<file path="config.mk">
export PLATFORM = sky130hd
export DESIGN_NAME = timer_ctrl
export DESIGN_NICKNAME = d
export VERILOG_FILES = /design/src/rtl/timer_ctrl.sv
export SDC_FILE = /design/constraint.sdc
export NUM_CORES = 1
export LEC_CHECK = 0
export ABC_AREA = 1
export CORE_UTILIZATION = 55
export DETAILED_ROUTE_END_ITERATION = 12
export PLACE_DENSITY = 0.8
export SKIP_LAST_GASP = 1
export SYNTH_ARGS = -nofsm -noshare
export SYNTH_HDL_FRONTEND = slang
export SYNTH_SLANG_ARGS = --single-unit
</file>
<file path="constraint.sdc">
create_clock -name clk -period 2.1 [get_ports clk]
set_input_delay 0.315 -clock clk [delete_from_list [all_inputs] [get_ports clk]]
set_output_delay 0.315 -clock clk [all_outputs]
set_load 0.1 [all_outputs]
</file>
<file path="src/rtl/timer_ctrl.sv">
// mm:ss stopwatch driven by idle/start/pause/stop codes; 1-cycle registered response, no backpressure.
// Optional TIMER_LAP_EN adds lap_sec/lap_min, captured on each RUN->PAUSE transition.
module timer_ctrl #(
    parameter int CMD_SIZE      = 3,
    parameter int TICKS_PER_SEC = 50000000,
    parameter int PRESC_WIDTH   = 26
) (
    input  logic                clk,
    input  logic                rst,
    input  logic [CMD_SIZE-1:0] cmd,
    input  logic                cmd_valid,
    output logic [5:0]          sec,
    output logic [5:0]          min,
    output logic [1:0]          state,
    output logic                running,
    output logic                sec_tick,
    output logic                wrap
`ifdef TIMER_LAP_EN
    ,
    output logic [5:0]          lap_sec,
    output logic [5:0]          lap_min
`endif
);

    localparam logic [1:0] ST_IDLE  = 2'b00;
    localparam logic [1:0] ST_RUN   = 2'b01;
    localparam logic [1:0] ST_PAUSE = 2'b10;
    localparam logic [1:0] ST_STOP  = 2'b11;

    localparam logic [CMD_SIZE-1:0] CMD_IDLE  = CMD_SIZE'(0);
    localparam logic [CMD_SIZE-1:0] CMD_START = CMD_SIZE'(1);
    localparam logic [CMD_SIZE-1:0] CMD_PAUSE = CMD_SIZE'(2);
    localparam logic [CMD_SIZE-1:0] CMD_STOP  = CMD_SIZE'(3);

    localparam logic [PRESC_WIDTH-1:0] PRESC_MAX = PRESC_WIDTH'(TICKS_PER_SEC - 1);

    logic [PRESC_WIDTH-1:0] presc;
    logic                   cmd_ok;
    logic                   is_idle;
    logic                   is_start;
    logic                   is_pause;
    logic                   is_stop;
    logic                   clear;
    logic                   tick;
    logic                   roll;
    logic [1:0]             state_nxt;
    logic [5:0]             sec_nxt;
    logic [5:0]             min_nxt;

    assign cmd_ok   = cmd_valid && (cmd <= CMD_STOP);
    assign is_idle  = cmd_ok && (cmd == CMD_IDLE);
    assign is_start = cmd_ok && (cmd == CMD_START);
    assign is_pause = cmd_ok && (cmd == CMD_PAUSE);
    assign is_stop  = cmd_ok && (cmd == CMD_STOP);

    // An idle command beats a coincident tick: counters clear and no pulse is issued.
    assign clear = is_idle || ((state == ST_STOP) && is_start);
    assign tick  = (state == ST_RUN) && (presc == PRESC_MAX) && !is_idle;
    assign roll  = tick && (sec == 6'd59) && (min == 6'd59);

    always_comb begin
        state_nxt = state;
        case (state)
            ST_IDLE: begin
                if (is_start) state_nxt = ST_RUN;
            end
            ST_RUN: begin
                if (is_pause)     state_nxt = ST_PAUSE;
                else if (is_stop) state_nxt = ST_STOP;
                else if (is_idle) state_nxt = ST_IDLE;
            end
            default: begin
                if (is_start)     state_nxt = ST_RUN;
                else if (is_stop) state_nxt = ST_STOP;
                else if (is_idle) state_nxt = ST_IDLE;
            end
        endcase
    end

    always_comb begin
        sec_nxt = sec;
        min_nxt = min;
        if (clear) begin
            sec_nxt = 6'd0;
            min_nxt = 6'd0;
        end else if (tick) begin
            if (sec == 6'd59) begin
                sec_nxt = 6'd0;
                min_nxt = (min == 6'd59) ? 6'd0 : min + 6'd1;
            end else begin
                sec_nxt = sec + 6'd1;
            end
        end
    end

    always_ff @(posedge clk) begin
        if (rst) begin
            state    <= ST_IDLE;
            sec      <= 6'd0;
            min      <= 6'd0;
            presc    <= '0;
            running  <= 1'b0;
            sec_tick <= 1'b0;
            wrap     <= 1'b0;
        end else begin
            state    <= state_nxt;
            running  <= (state_nxt == ST_RUN);
            sec_tick <= tick;
            wrap     <= roll;
            sec      <= sec_nxt;
            min      <= min_nxt;
            // PAUSE holds the prescaler so a resume keeps the partial second.
            if (clear) begin
                presc <= '0;
            end else if (state == ST_RUN) begin
                presc <= (presc == PRESC_MAX) ? '0 : presc + PRESC_WIDTH'(1);
            end
        end
    end

`ifdef TIMER_LAP_EN
    always_ff @(posedge clk) begin
        if (rst || is_idle) begin
            lap_sec <= 6'd0;
            lap_min <= 6'd0;
        end else if ((state == ST_RUN) && is_pause) begin
            lap_sec <= sec_nxt;
            lap_min <= min_nxt;
        end
    end
`endif

endmodule

</file>
==> impl_metrics.yaml, run 1 <==
outcome:
  outcome: "finished, final reports clean"
floorplan:
  boundaryPins: 23
  core-area_mm2: 0.00409
  fp.dieH_um: 67.8
  core.rowCount: 23
  start_util_pct: 58.3
  die_w_um: 67.8
  floorplan.die_area_mm2: 0.00460
logic_synthesis:
  synth_warnings: 0
  synth.yosys.seq_area_share_pct: 36.1
  yosys.area_share.adder_pct: 1.57
  muxShareOfSynthArea_pct: 0
  ys_ff_latch: 43
  synth_top_area_share_pct: 36.1
  ys_types: 36
  syn-instance-count: 348
  combinational_family_with_the_most_area_after_synthesis: "simple AND/OR/NAND/NOR gates"
  post_synthesis_net_count: 357
  synth_async_reset_ratio_pct: 0
  synth_top_cells_by_area: "dfxtp_1 36%, nand2_1 11%, nor2_1 9.0%"
  post_synth_instance_area_mm2: 0.00238
  post-synth-top-area-cell: "dfxtp_1"
  synthSimpleGateAreaFrac_pct: 40.6
  synth_enable_flop_cells: 0
  synth_top_flop_cell: "dfxtp_1"
  yosys.area_share.xor_xnor_pct: 2.20
  syn_area_per_cell_um2: 6.85
  compound_gate_portion_of_the_synthesized_area_pct: 10.7
global_routing:
  grt_overflow_total: 0
  grt_pass1_vias: 1978
  track_usage_pct: 24.0
  grt_start_max_net_pins: 14
  grt_first_pass_wirelength_um: 8300
  number_of_antenna_violations_at_the_first_check_in_global_routing: 0
layout:
  finish.net_count: 388
  n_fill_cell: 358
  final_cells: 430
  utilization_pct: 67.5
  post_route_cells_drive_above_1_share_pct: 14.2
  antenna_cells_inserted: 0
  area_growth_syn_to_layout_pct: 15.7
worst_setup_path:
  critPathCaptureType: "register"
  r2r_start: "sec[0]$_SDFFE_PP0N_"
  worstRegToRegCells: 9
  cpPeakStageDelay_ns: 0.38
  crit_path_cell_trace: "ha_1, inv_1, or2_0, nor2_1, inv_1, nor2_4, nand3_1, nand2_1, nor2_1"
  crit_family: "simple AND/OR/NAND/NOR gates"
  criticalPathCategory: "reg2reg"
  cp_num_buf_inv: 2
  crit_path_max_fo: 6
  reg2reg_setup_slack_ns: 0.37
  startpoint_type: "register"
  worstReg2RegEnd: "min[0]$_SDFFE_PP0N_"
  data_arrival_time_of_the_worst_path_ns: 1.93
  timing.critical_path.slowest_stage_cell: "dfxtp_2"
  worst-endpoint-required_ns: 2.30
detailed_routing:
  drt-total-wl_um: 5010
  dr.first_iter.drc_count: 134
  dr_total_vias: 2233
  detail_route.vias_per_cell: 5.19
  drc_errors: 0
  detail_route.wl_per_cell_um: 11.6
  dr.pass1.iters: 4
  ant_nets: 0
worst_hold_path:
  worstHoldPathType: "reg2reg"
  hold_end: "min[5]$_SDFFE_PP0N_"
  hold_path.startpoint: "min[5]$_SDFFE_PP0N_"
  worstHoldPathCells: 2
cts:
  cts.sink_count: 43
  clk_path_buf_depth: 2
  clock_latency_on_the_worst_skew_pair_ns: 0.30
  cts_hold_buf: 0
  cts_buffers: 5
  postCtsSetupRepairBufs: 0
  clock_slew_at_the_register_clock_pins_of_the_worst_setup_and_hold_paths_ns: 0.09
  postCtsResizedCells: 0
  cts_max_level: 2
  clock_tree.root_cell: "clkbuf_8"
  tritoncts_clock_tree: "yes"
sta:
  finalHoldViolations: 0
  worst_slew_margin_rel_pct: 77.9
  clock.fmax_ghz: 0.578
  max_slew.worst_pin.slew_ns: 0.330
  layout_min_cycle_time_ns: 1.73
  finalWorstSetupSlack_ns: 0.371
  finalClockSkew_ns: 0.0104
  grt_setup_unrepaired: "no"
  finalSetupTns_ns: 0
  timing.final.max_slew_violations: 0
  hold_ws_ns: 0.477
  setup-violations-final: 0
  layout_worst_path_cycle_share_pct: 82.3
placement:
  place.port_buffers: 22
  dp_worst_setup_slack_ns: 0.188
  place_hpwl_um: 3840
  routabilityCongestion: 0.880
  placedCellCount: 422
power_and_ir_drop:
  power_leakage_nw: 1.15
  ir_drop_mv: 0.518
  power.density_mw_per_mm2: 561
run:
  maxCapViolCount: 0
-- worst max-delay path by stage --
stage | start | end | slack, ns | cells past startpoint
floorplan | sec[5]$_SDFFE_PP0N_ | min[0]$_SDFFE_PP0N_ | 0.07 | 7
finish | sec[0]$_SDFFE_PP0N_ | min[0]$_SDFFE_PP0N_ | 0.37 | 9
global placement | cmd[2] | min[0]$_SDFFE_PP0N_ | 0.22 | 11
global route | sec[0]$_SDFFE_PP0N_ | min[0]$_SDFFE_PP0N_ | 0.17 | 9
CTS | sec[0]$_SDFFE_PP0N_ | min[0]$_SDFFE_PP0N_ | 0.36 | 9
detailed placement | cmd[2] | min[0]$_SDFFE_PP0N_ | 0.19 | 11
-- tightest hold or removal path: stages (launching register included) --
cell	delay, ns
dfxtp_1	0.33
inv_1	0.05
a21oi_1	0.05
-- cells in the final DEF (no fill, tap or decap), types with 2 or more instances in the layout --
| master | netlist | routed |
|---|---|---|
| nor3_4 | 2 | 2 |
| nand4_1 | 7 | 7 |
| dfxtp_1 | 43 | 38 |
| nand3b_1 | 2 | 2 |
| clkdlybuf4s50_1 | 0 | 5 |
| nor3_1 | 13 | 13 |
| o21ai_0 | 16 | 16 |
| ha_1 | 3 | 3 |
| dfxtp_2 | 0 | 5 |
| and3_1 | 2 | 2 |
| nor2_1 | 57 | 57 |
| nand3_1 | 21 | 21 |
| o21ai_1 | 2 | 2 |
| clkbuf_8 | 1 | 6 |
| xnor2_1 | 2 | 2 |
| a211oi_1 | 3 | 3 |
| nand2_2 | 3 | 3 |
| nor4_1 | 2 | 2 |
| nand2_1 | 72 | 72 |
| buf_4 | 2 | 23 |
| xor2_1 | 4 | 4 |
| a21oi_1 | 21 | 21 |
| nor2_4 | 5 | 5 |
| or2_0 | 2 | 2 |
| nor3b_1 | 3 | 3 |
| nor2_2 | 2 | 2 |
| inv_1 | 47 | 47 |
-- cell families after synthesis --
| kind of cell | Yosys count |
|---|---|
| adder cells (fa/ha/maj) | 3 |
| AND/OR/NAND/NOR | 199 |
| AO/OA/AOI/OAI | 46 |
| XOR/XNOR | 6 |
| buffers and inverters | 51 |
| flip-flops | 43 |
-- final cells by class --
class | instances | area [µm²] | area share, %
Multi-Input combinational cell | 254 | 1310 | 47.6
Sequential cell | 43 | 867 | 31.4
Timing Repair Buffer | 28 | 223 | 8.07
Inverter | 47 | 176 | 6.39
Clock buffer | 6 | 82.6 | 2.99
Tap cell | 50 | 62.6 | 2.27
Clock inverter | 2 | 35.0 | 1.27
-- per-layer routing --
metal,vias to the layer above,GRT usage (%),part of all wire (%)
met5,-,0,0
met3,7,4.00,4.0
met4,0,10.4,1.7
met1,995,29.8,47
li1,1183,-,-
met2,48,40.8,47
-- metrics by stage --
stage / cell area [µm²] / power (W)
2_1_floorplan: 2390 / 0.000874
3_3_place_gp: 2640 / 0.000896
3_5_place_dp: 2640 / 0.000897
4_1_cts: 2760 / 0.00156
5_1_grt: 2760 / 0.00160
6_report: 2760 / 0.00155
-- power breakdown --
group	switching (W)	leakage (nW)	internal, W
Clock	0.000285	0.0612	0.000385
Combinational	0.0000372	0.740	0.0000226
Sequential	0.00000141	0.349	0.000816
Total	0.000324	1.15	0.00122
-- synth_stat cells, types with 2 or more instances --
cell type and n:
nand2_1 72, nor2_1 57, inv_1 47, dfxtp_1 43, a21oi_1 21, nand3_1 21
o21ai_0 16, nor3_1 13, nand4_1 7, nor2_4 5, xor2_1 4, a211oi_1 3
ha_1 3, nand2_2 3, nor3b_1 3, and3_1 2, buf_4 2, nand3b_1 2
nor2_2 2, nor3_4 2, nor4_1 2, o21ai_1 2, or2_0 2, xnor2_1 2
-- state kept, by name (all words and copies together), names as in the netlist --
name,cells
presc,26
min,6
sec,6
state,2
running,1
sec_tick,1
wrap,1
No activity file was read; power rests on OpenSTA's default activity.
==> run 2: changes to the inputs <==
==> constraint.sdc (replaced) <==
create_clock -name clk -period 1.7 [get_ports clk]
set_input_delay 0.255 -clock clk [delete_from_list [all_inputs] [get_ports clk]]
set_output_delay 0.255 -clock clk [all_outputs]
set_load 0.1 [all_outputs]
==> impl_metrics.yaml, run 2 (synthesis results as in run 1) <==
outcome:
  outcome: "finished, final reports clean"
worst_hold_path:
  worstHoldPathType: "reg2reg"
  hold_path.startpoint: "presc[14]$_SDFFE_PP0N_"
layout:
  area_growth_syn_to_layout_pct: 33.8
  antenna_cells_inserted: 0
  layout.area.seq_um2: 888
  finish.net_count: 409
  final_common_cell: "nand2_1"
  largest_registers: "presc: 26 flops, min: 6 flops, sec: 6 flops"
  largest_register_ff_count: 26
  final_cell_mix: "69 x nand2_1, 54 x nor2_1, 45 x inv_1"
  multiInputGateArea_mm2: 0.00137
  post_route_cells_drive_above_1_share_pct: 23.9
  largest-register: "presc"
  n_fill_cell: 296
worst_setup_path:
  crit_path_max_fo: 4
  startpoint_type: "register"
  data_arrival_time_of_the_worst_path_ns: 1.90
  critPathCaptureType: "register"
  worst-endpoint-required_ns: 1.93
  setup.worst_path.start: "presc[0]$_SDFFE_PP0N_"
  r2r_start: "presc[0]$_SDFFE_PP0N_"
  criticalPathCategory: "reg2reg"
placement:
  routabilityCongestion: 0.887
  place_hpwl_um: 4320
  place.port_buffers: 22
cts:
  cts_buffers: 5
  cts.sink_count: 43
  clock_latency_on_the_worst_skew_pair_ns: 0.30
  tritoncts_clock_tree: "yes"
  clock_tree.root_cell: "clkbuf_8"
  clock_slew_at_the_register_clock_pins_of_the_worst_setup_and_hold_paths_ns: 0.08
  cts_max_level: 2
  clk_path_buf_depth: 2
sta:
  worst_slew_margin_rel_pct: 74.1
  finalClockSkew_ns: 0.00736
  timing.final.max_slew_violations: 0
  max_slew.worst_pin.slew_ns: 0.386
  finalHoldViolations: 0
  clock.fmax_ghz: 0.601
  grt_setup_unrepaired: "yes"
  layout_worst_path_cycle_share_pct: 97.9
  hold_ws_ns: 0.494
  setup-violations-final: 0
  layout_min_cycle_time_ns: 1.66
detailed_routing:
  drc_errors: 0
  dr.first_iter.drc_count: 168
  detail_route.wl_per_cell_um: 12.9
  ant_nets: 0
  drt-total-wl_um: 5820
  dr.pass1.iters: 4
  dr_total_vias: 2425
  detail_route.vias_per_cell: 5.38
power_and_ir_drop:
  power.total_w: 0.00174
  power.combinational.fraction_pct: 5.5
  power_leakage_nw: 1.29
  pwr-share-seq_pct: 57.9
  power.density_mw_per_mm2: 545
  internal_power_w: 0.00133
  ir_drop_mv: 0.503
  switching_pwr_w: 0.000403
  switching_share_pct: 23.2
  power.share.clock_pct: 36.6
global_routing:
  grt_start_max_net_pins: 13
  number_of_antenna_violations_at_the_first_check_in_global_routing: 0
  grt_pass1_vias: 2256
  grt_first_pass_wirelength_um: 9650
  track_usage_pct: 28.1
  grt_overflow_total: 0
run:
  maxCapViolCount: 0
floorplan:
  floorplan.die_area_mm2: 0.00460
  fp.dieH_um: 67.8
  core-area_mm2: 0.00409
  start_util_pct: 58.3
  core.rowCount: 23
  boundaryPins: 23
  die_w_um: 67.8
[run 2: changes by cell type in the layout (fill, tap and decap cells not counted), moves of 3 or more]
cell,change
buf_12,+18
dfxtp_1,-11
dfxtp_2,+8
dfxtp_4,+3
nand2_1,-3
nand2_2,+3
nor2_1,-3
[run 2: layout make-up]
class	instances	area share [%]
multi-input cells	254	42.9
repair buffers	49	19.2
clock buffers	7	2.39
inverters	47	5.53
well taps	50	1.96
clock inverters	1	0.157
flip-flops and latches	43	27.9
[run 2: what timing repair did]
action | 4_1_cts | 5_1_grt
pin swaps | 2 | 8
hold buffers | 0 | 0
cloned | 0 | 0
setup endpoints to repair | 3 | 27
setup buffers | 1 | 5
endpoints found under the hold margin | 0 | 0
gates resized for setup | 3 | 14
[run 2: stage by stage]
step / area (µm²) / util [%] / instances / setup TNS (ns) / setup WS (ns)
2_1_floorplan: 2420 / - / 348 / -0.0502 / -0.0266
3_3_place_gp: 3000 / 73.5 / 437 / -0.377 / -0.0489
3_5_place_dp: 3000 / 73.5 / 437 / -1.22 / -0.104
4_1_cts: 3110 / 76.1 / 446 / 0 / 0.00936
5_1_grt: 3190 / 78.0 / 451 / -0.131 / -0.0392
6_report: 3190 / 78.0 / 451 / 0 / 0.0352
[run 2: power groups by stage]
stage                     logic [W]  clock network (W)  registers [W]
after floorplan           0.0000382                  0        0.00104
after global placement    0.0000879                  0        0.00103
after detailed placement  0.0000898                  0        0.00103
after CTS                 0.0000903           0.000644        0.00101
after global routing       0.000103           0.000687        0.00101
final                     0.0000952           0.000637        0.00101
[run 2: worst paths after layout]
kind                                               end  cells after the start  slack (ns)
worst max-delay path               sec[3]$_SDFFE_PP0N_                      8        0.04
worst min-delay path            presc[14]$_SDFFE_PP0N_                      1        0.49
worst max register to register     sec[3]$_SDFFE_PP0N_                      8        0.04
worst min register to register  presc[14]$_SDFFE_PP0N_                      1        0.49
[run 2: layer usage]
metal / track usage, % / share of wire, %
met4: 14.8 / 2.5
met2: 50.6 / 51
met5: 0 / 0
met1: 31.3 / 42
met3: 4.67 / 4.6
[run 2: critical path: stages, from the launching register on]
cell and delay [ns]:
dfxtp_2 0.36, ha_4 0.15, nand2_1 0.07, nand3b_1 0.22, nor2_4 0.20, nand3_4 0.12
buf_4 0.16, o21ai_0 0.15, nor3b_2 0.17
